[src/rtl/cop0_exception_sequencer.sv]
// Multi-cycle CP0 exception/ERET sequencer: read-modify-write of EPC, Cause, BadVAddr, Status.
// Optional: define COP0_EXC_VECTOR_EBASE_EN to derive the handler vector from EBase.
module cop0_exception_sequencer (
  input  logic        clk,
  input  logic        reset,
  input  logic        exc_valid,
  input  logic [4:0]  exc_code,
  input  logic [31:0] exc_epc,
  input  logic        exc_bd,
  input  logic        exc_has_badvaddr,
  input  logic [31:0] exc_badvaddr,
  input  logic        eret_valid,
  output logic        busy,
  output logic        done,
  output logic [31:0] handler_pc,
  output logic        cop0_we,
  output logic [4:0]  cop0_write_rd,
  output logic [2:0]  cop0_write_sel,
  output logic [31:0] cop0_din,
  output logic [4:0]  cop0_read_rd,
  output logic [2:0]  cop0_read_sel,
  input  logic [31:0] cop0_rdata
);

  localparam logic [4:0]  RD_BADVADDR    = 5'd8;
  localparam logic [4:0]  RD_STATUS      = 5'd12;
  localparam logic [4:0]  RD_CAUSE       = 5'd13;
  localparam logic [4:0]  RD_EPC         = 5'd14;
  localparam logic [2:0]  SEL_0          = 3'd0;
  localparam logic [31:0] CAUSE_CLR_MASK = 32'h8000_007C;
  localparam logic [31:0] STATUS_EXL     = 32'h0000_0002;
`ifdef COP0_EXC_VECTOR_EBASE_EN
  localparam logic [4:0]  RD_EBASE       = 5'd15;
  localparam logic [2:0]  SEL_EBASE      = 3'd1;
`else
  localparam logic [31:0] DEFAULT_VECTOR = 32'h8000_0180;
`endif

  typedef enum logic [3:0] {
    IDLE,
    S_CHK,
    S_EPC,
    S_CAUSE,
    S_BADV,
    S_STAT,
    S_DONE,
    E_EPC,
    E_STAT
`ifdef COP0_EXC_VECTOR_EBASE_EN
    , S_VEC
`endif
  } state_e;

  state_e      state_q, state_d;
  logic [31:0] handler_pc_q, handler_pc_d;
  logic        exl_q, exl_d;
  logic [4:0]  code_q, code_d;
  logic [31:0] epc_q, epc_d;
  logic        bd_q, bd_d;
  logic        has_badv_q, has_badv_d;
  logic [31:0] badv_q, badv_d;

  // NOTE: sequential state uses non-blocking assignments only; reset is synchronous.
  always_ff @(posedge clk) begin
    if (reset) begin
      state_q      <= IDLE;
      handler_pc_q <= '0;
    end else begin
      state_q      <= state_d;
      handler_pc_q <= handler_pc_d;
    end
  end

  // NOTE: request payload is only consumed after IDLE has loaded it, so it needs no reset.
  always_ff @(posedge clk) begin
    exl_q      <= exl_d;
    code_q     <= code_d;
    epc_q      <= epc_d;
    bd_q       <= bd_d;
    has_badv_q <= has_badv_d;
    badv_q     <= badv_d;
  end

  // NOTE: every output of this block gets a default first so no latches are inferred.
  always_comb begin
    state_d        = state_q;
    handler_pc_d   = handler_pc_q;
    exl_d          = exl_q;
    code_d         = code_q;
    epc_d          = epc_q;
    bd_d           = bd_q;
    has_badv_d     = has_badv_q;
    badv_d         = badv_q;
    busy           = (state_q != IDLE);
    done           = (state_q == S_DONE);
    cop0_we        = 1'b0;
    cop0_write_rd  = '0;
    cop0_write_sel = '0;
    cop0_din       = '0;
    cop0_read_rd   = '0;
    cop0_read_sel  = '0;

    case (state_q)
      IDLE: begin
        if (exc_valid) begin
          code_d     = exc_code;
          epc_d      = exc_epc;
          bd_d       = exc_bd;
          has_badv_d = exc_has_badvaddr;
          badv_d     = exc_badvaddr;
          state_d    = S_CHK;
        end else if (eret_valid) begin
          state_d = E_EPC;
        end
      end

      S_CHK: begin
        cop0_read_rd  = RD_STATUS;
        cop0_read_sel = SEL_0;
        exl_d         = cop0_rdata[1];
        state_d       = cop0_rdata[1] ? S_CAUSE : S_EPC;
      end

      S_EPC: begin
        cop0_we        = 1'b1;
        cop0_write_rd  = RD_EPC;
        cop0_write_sel = SEL_0;
        cop0_din       = bd_q ? (epc_q - 32'd4) : epc_q;
        state_d        = S_CAUSE;
      end

      S_CAUSE: begin
        // A nested exception must not disturb the BD bit of the outer one.
        cop0_read_rd   = RD_CAUSE;
        cop0_read_sel  = SEL_0;
        cop0_we        = 1'b1;
        cop0_write_rd  = RD_CAUSE;
        cop0_write_sel = SEL_0;
        cop0_din       = (cop0_rdata & ~CAUSE_CLR_MASK) | {25'd0, code_q, 2'b00};
        cop0_din[31]   = exl_q ? cop0_rdata[31] : bd_q;
        state_d        = has_badv_q ? S_BADV : S_STAT;
      end

      S_BADV: begin
        cop0_we        = 1'b1;
        cop0_write_rd  = RD_BADVADDR;
        cop0_write_sel = SEL_0;
        cop0_din       = badv_q;
        state_d        = S_STAT;
      end

      S_STAT: begin
        cop0_read_rd   = RD_STATUS;
        cop0_read_sel  = SEL_0;
        cop0_we        = 1'b1;
        cop0_write_rd  = RD_STATUS;
        cop0_write_sel = SEL_0;
        cop0_din       = cop0_rdata | STATUS_EXL;
`ifdef COP0_EXC_VECTOR_EBASE_EN
        state_d        = S_VEC;
`else
        handler_pc_d   = DEFAULT_VECTOR;
        state_d        = S_DONE;
`endif
      end

`ifdef COP0_EXC_VECTOR_EBASE_EN
      S_VEC: begin
        cop0_read_rd  = RD_EBASE;
        cop0_read_sel = SEL_EBASE;
        handler_pc_d  = {cop0_rdata[31:12], 12'h180};
        state_d       = S_DONE;
      end
`endif

      E_EPC: begin
        cop0_read_rd  = RD_EPC;
        cop0_read_sel = SEL_0;
        handler_pc_d  = cop0_rdata;
        state_d       = E_STAT;
      end

      E_STAT: begin
        cop0_read_rd   = RD_STATUS;
        cop0_read_sel  = SEL_0;
        cop0_we        = 1'b1;
        cop0_write_rd  = RD_STATUS;
        cop0_write_sel = SEL_0;
        cop0_din       = cop0_rdata & ~STATUS_EXL;
        state_d        = S_DONE;
      end

      S_DONE: state_d = IDLE;

      default: state_d = IDLE;
    endcase

    // Reset in mid-sequence must not let the write in flight reach the register file.
    if (reset) begin
      done           = 1'b0;
      cop0_we        = 1'b0;
      cop0_write_rd  = '0;
      cop0_write_sel = '0;
      cop0_din       = '0;
    end
  end

  assign handler_pc = handler_pc_q;

endmodule

[config.mk]
export PLATFORM = sky130hd
export DESIGN_NAME = cop0_exception_sequencer
export DESIGN_NICKNAME = d
export VERILOG_FILES = /design/src/rtl/cop0_exception_sequencer.sv
export SDC_FILE = /design/constraint.sdc
export NUM_CORES = 1
export LEC_CHECK = 0
export BUFFER_PORTS_ARGS = -buffer_cell sky130_fd_sc_hd__buf_2
export CORE_UTILIZATION = 48
export DETAILED_ROUTE_END_ITERATION = 6
export GPL_TIMING_DRIVEN = 1
export PLACE_DENSITY_LB_ADDON = 0.15
export SETUP_SLACK_MARGIN = 0.15
export SLEW_MARGIN = 20
export SYNTH_ARGS = -nofsm -noshare
export SYNTH_HDL_FRONTEND = slang
export SYNTH_SLANG_ARGS = --single-unit
export TNS_END_PERCENT = 50
[constraint.sdc]
create_clock -name clk -period 3.2 [get_ports clk]
set_input_delay 0.8 -clock clk [delete_from_list [all_inputs] [get_ports clk]]
set_output_delay 0.8 -clock clk [all_outputs]
set_load 0.02 [all_outputs]
After elaboration in Yosys (flattened, before gate mapping)
Cells that the tools add are included.
{"block": "word_totals", "regBits": 108, "wordCells": 42, "inputBits": 107}
{"block": "op_classes", "n_bitwise": 1, "n_eq_ne": 9, "mux": 16, "reduce_logical": 7, "n_addsub": 1}
{"op": "one-hot mux 32 bit (5 select lines)", "count": 1}
{"op": "two-way mux 32 bit", "count": 2}
{"op": "one-hot mux 32 bit (2 select lines)", "count": 1}
{"op": "subtractor 32 x 3 -> 32 bit (second input constant)", "count": 1}
{"op": "bitwise OR 31 x 7 -> 31 bit", "count": 1}
{"op": "one-hot mux 4 bit (7 select lines)", "count": 1}
{"op": "== test 4 x 3 -> 1 bit (second input constant)", "count": 4}
{"op": "one-hot mux 4 bit (4 select lines)", "count": 1}
{"op": "one-hot mux 4 bit (3 select lines)", "count": 1}
{"op": "== test 4 x 2 -> 1 bit (second input constant)", "count": 2}
{"op": "two-way mux 4 bit", "count": 2}
{"op": "two-way mux 1 bit", "count": 6}
{"op": "two-way mux 5 bit", "count": 1}
{"op": "OR reduction 5 bit", "count": 1}
{"op": "== test 4 x 1 -> 1 bit (second input constant)", "count": 1}
{"op": "== test 4 bit (second input constant)", "count": 1}
{"op": "logical NOT 4 bit", "count": 1}
{"op": "nonzero test 4 bit", "count": 1}
{"op": "inequality test 3 bit (second input constant)", "count": 1}
{"op": "OR reduction 3 bit", "count": 1}
{"op": "AND reduction 2 bit", "count": 1}
{"op": "nonzero test 2 bit", "count": 1}
{"op": "OR reduction 2 bit", "count": 1}

Logic depth before layout (Yosys ltp)
{"block": "logic_depth", "ltp_word": 4, "depth_mapped": 9, "depth_no_buf": 7}

Worst setup path after synthesis
OpenSTA, ideal clock, no wires.
{"block": "synth_timing", "kind": "register -> output", "from": "reg epc_q[8]", "to": "out cop0_din[16]", "arrival_time_ps": 2323, "setup_slack_ps": 77, "path_stages_with_launch": 7, "path_cell_list": "edfxtp_1 or4_1 clkbuf_1 or3_1 or3_1 or3_1 a21oi_1"}
{"block": "synth_between", "elab_chain_cells": 4}
{"element": "from (decl)", "line": "58", "rtl": "logic [31:0] epc_q, epc_d;"}
{"element": "from (signal assigned)", "line": "78", "rtl": "epc_q <= epc_d;"}
{"element": "subtractor 32 x 3 -> 32 bit", "line": "128", "rtl": "cop0_din = bd_q ? (epc_q - 32'd4) : epc_q;"}
{"element": "two-way mux 32 bit", "line": "128"}
{"element": "one-hot mux 32 bit (5 select lines)", "line": "103", "rtl": "case (state_q)"}
{"element": "two-way mux 32 bit", "line": "199", "rtl": "if (reset) begin"}
{"element": "to (decl)", "line": "19", "rtl": "output logic [31:0] cop0_din,"}
Every way passes these cells.

Final worst setup path
Same ends and word-level chain as after synthesis.

==> results.json <==
{
  "viasPerCell": 5.70,
  "synth_commonest_cells": "72 x edfxtp_1, 52 x nand2_1, 50 x a21oi_1",
  "pre_cts_ws_ns": 0.0439,
  "finalNetCount": 807,
  "synth-seq-area-share": 0.566,
  "hp-start": "handler_pc[0]",
  "drv_slew": 0,
  "cap_viol_max_count": 0,
  "clk_pin_slew_ns": 0.09,
  "cts_inserted_buffers": 9,
  "worstSetupStartpoint": "epc_q[8]",
  "vias": 4793,
  "grtUsageMet2": 0.439,
  "gr-usage-met3": 0.0580,
  "dpl.hpwl_mm": 10.7,
  "tightest_slew_ns": 0.658,
  "cts_htree_levels": 3,
  "synth-main-ff-cell": "edfxtp_1",
  "cts-root-buf": "clkbuf_8",
  "syn_to_final_growth_pct": 35.8,
  "routed_wirelength_mm": 15.3,
  "rr_worst_depth": 4,
  "final_util": 0.670,
  "syn_inst": 496,
  "ant_nets": 0,
  "synth.area.top_cells": "edfxtp_1 42%, dfxtp_1 14%, a21oi_1 4.9%",
  "die_y_um": 105,
  "first_global_vias": 4463,
  "hold_ws_ns": 0.452,
  "top_usage_layer": "met2",
  "worstPathArrival_ns": 2.70,
  "holdPathStages": 2,
  "syn_area_um2": 5090,
  "drt_first_pass_iters": 7,
  "failed_checks": "setup timing",
  "rows": 37,
  "min_period_ns": 3.50,
  "status": "finished with violations",
  "cts_max_path_buffers": 2,
  "use_met1": 0.356,
  "antenna_found_initial": 1,
  "dr.first_iter.drc_count": 385,
  "finalWeightedCongestion": 0.898,
  "synth_async_sr_flop_share": 0,
  "p_per_area_nw_per_um2": 517,
  "finalSetupViolations": 20,
  "die_x_um": 105,
  "ys_ff_latch": 108,
  "syn_area_per_cell_um2": 10.3,
  "yosys.area.top_type": "edfxtp_1",
  "post-route-period-util": 1.09,
  "startpoint_type": "register",
  "overflow": 0,
  "fin_ws_ns": -0.304,
  "die-area_um2": 11000,
  "io_buffers": 181,
  "yosysMostFrequentCell": "edfxtp_1",
  "fin_total_pwr_w": 0.00358,
  "tritoncts": "done",
  "skew_ns": 0.00830,
  "drc": 0,
  "synth_edf_count": 72,
  "routedWlPerCell_um": 18.2,
  "fillCellCount": 847,
  "p_leak_nw": 2.78,
  "grt_pass1_wl_mm": 23.0,
  "slew_headroom": 0.557,
  "drive_gt1_frac": 0.415,
  "hold_violations": 0,
  "r2r-start": "state_q[1]",
  "cts.sinks": 108,
  "core-area_um2": 10300,
  "start_util": 0.493,
  "fmax_ghz": 0.285,
  "rsz0062_at_grt": "yes",
  "worst-setup-path-type": "reg -> out",
  "required_ns": 2.40,
  "min_path_type": "reg -> reg",
  "ir_worst_vdd_mv": 0.351,
  "synth-warning-count": 0,
  "ys_types": 52,
  "ioPinCount": 190,
  "synth.top_cell.area_share": 0.425,
  "clock_latency_ns": 0.39,
  "grt_max_degree": 33,
  "worst_setup_path_end_kind": "primary output",
  "grt_usage": 0.278,
  "worstPathMaxFanout": 3
}
## stage by stage
stage	area [µm²]	std cells	TNS (ns)
after floorplan	5120	503	0
after global placement	6310	812	0
after detailed placement	6310	812	0
after CTS	6730	837	-2.95
after global routing	6920	841	-5.55
final	6920	841	-3.17
## routing by layer
metal / up-vias / share of wire
met5: - / 0
met4: 0 / 0.038
met3: 42 / 0.071
met2: 260 / 0.47
met1: 2237 / 0.42
li1: 2254 / -
## path summary, 6_finish.rpt
path / end / slack [ns]
setup / recovery: cop0_din[16] / -0.30
hold / removal: handler_pc[0] / 0.45
setup reg to reg: epc_q[28] / 1.35
hold reg to reg: handler_pc[0] / 0.45
## kinds of logic (layout without fill, tap and decap cells)
| kind of cell | count (synthesis) | in the layout | synth area share |
|---|---|---|---|
| other | 1 | 9 | 0.000737 |
| and+or+nand+nor | 193 | 193 | 0.197 |
| DFF | 108 | 108 | 0.566 |
| xor gates and xnor gates | 15 | 15 | 0.0258 |
| adders and majority gates | 1 | 1 | 0.00246 |
| buffers and inverters | 56 | 257 | 0.0484 |
| AOI/OAI and AO/OA | 118 | 118 | 0.151 |
| muxes | 4 | 4 | 0.00786 |
## placed cells by master, fill, tap and decap left out, drive strengths merged, types with 3 or more instances in the layout
cell type  netlist  routed
buf             12     232
edfxtp          72      72
nand2           52      52
a21oi           50      50
dfxtp           36      36
nor2            33      33
nand3           32      32
nor3            16      16
a222oi          13      13
nor4            13      13
clkbuf          35      11
a31oi           10      10
a22oi            9       9
inv              9       9
xnor2            9       9
o21ai            9       9
conb             1       8
nand2b           7       7
xor2             6       6
or4              6       6
or3              6       6
nand4            5       5
o22ai            5       5
nor2b            5       5
mux2i            4       4
nor3b            4       4
a21o             3       3
a221oi           3       3
## worst max-delay path, cell delays in order, from the launching register on
cell	delay, ns
edfxtp_1	0.40
or4_4	0.59
or3_4	0.35
or3_4	0.34
or3_1	0.32
a21oi_2	0.15
buf_4	0.16
## registers in the layout, summed over array words and instances (netlist names)
register,count
badv_q,32
handler_pc,32
state_q,4
code_q,5
exl_q,1
epc_q,32
has_badv_q,1
bd_q,1
## timing repair
item                       4_1_cts  5_1_grt
pin swaps                       12       18
resized for setup               40       39
hold buffers                     0        0
setup endpoints to repair       34       34
buffers inserted                 9        3
## final cells by class
class	count	area (µm²)	area share
multi-input cells	339	2240	0.324
inverters	9	33.8	0.00489
clock inverters	5	62.6	0.00905
well taps	136	170	0.0246
flip-flops and latches	108	2890	0.418
diodes	1	2.50	0.000362
repair buffers	232	1390	0.201
clock buffers	11	131	0.0190
## where the power goes
group / total, W / switching (W) / internal, W / leakage (nW)
registers: 0.00175 / 0.0000972 / 0.00165 / 0.963
clock network: 0.000827 / 0.000462 / 0.000365 / 0.0897
logic: 0.00100 / 0.000615 / 0.000387 / 1.73
total: 0.00358 / 0.00117 / 0.00240 / 2.78
(Power assumes the default switching activity.)
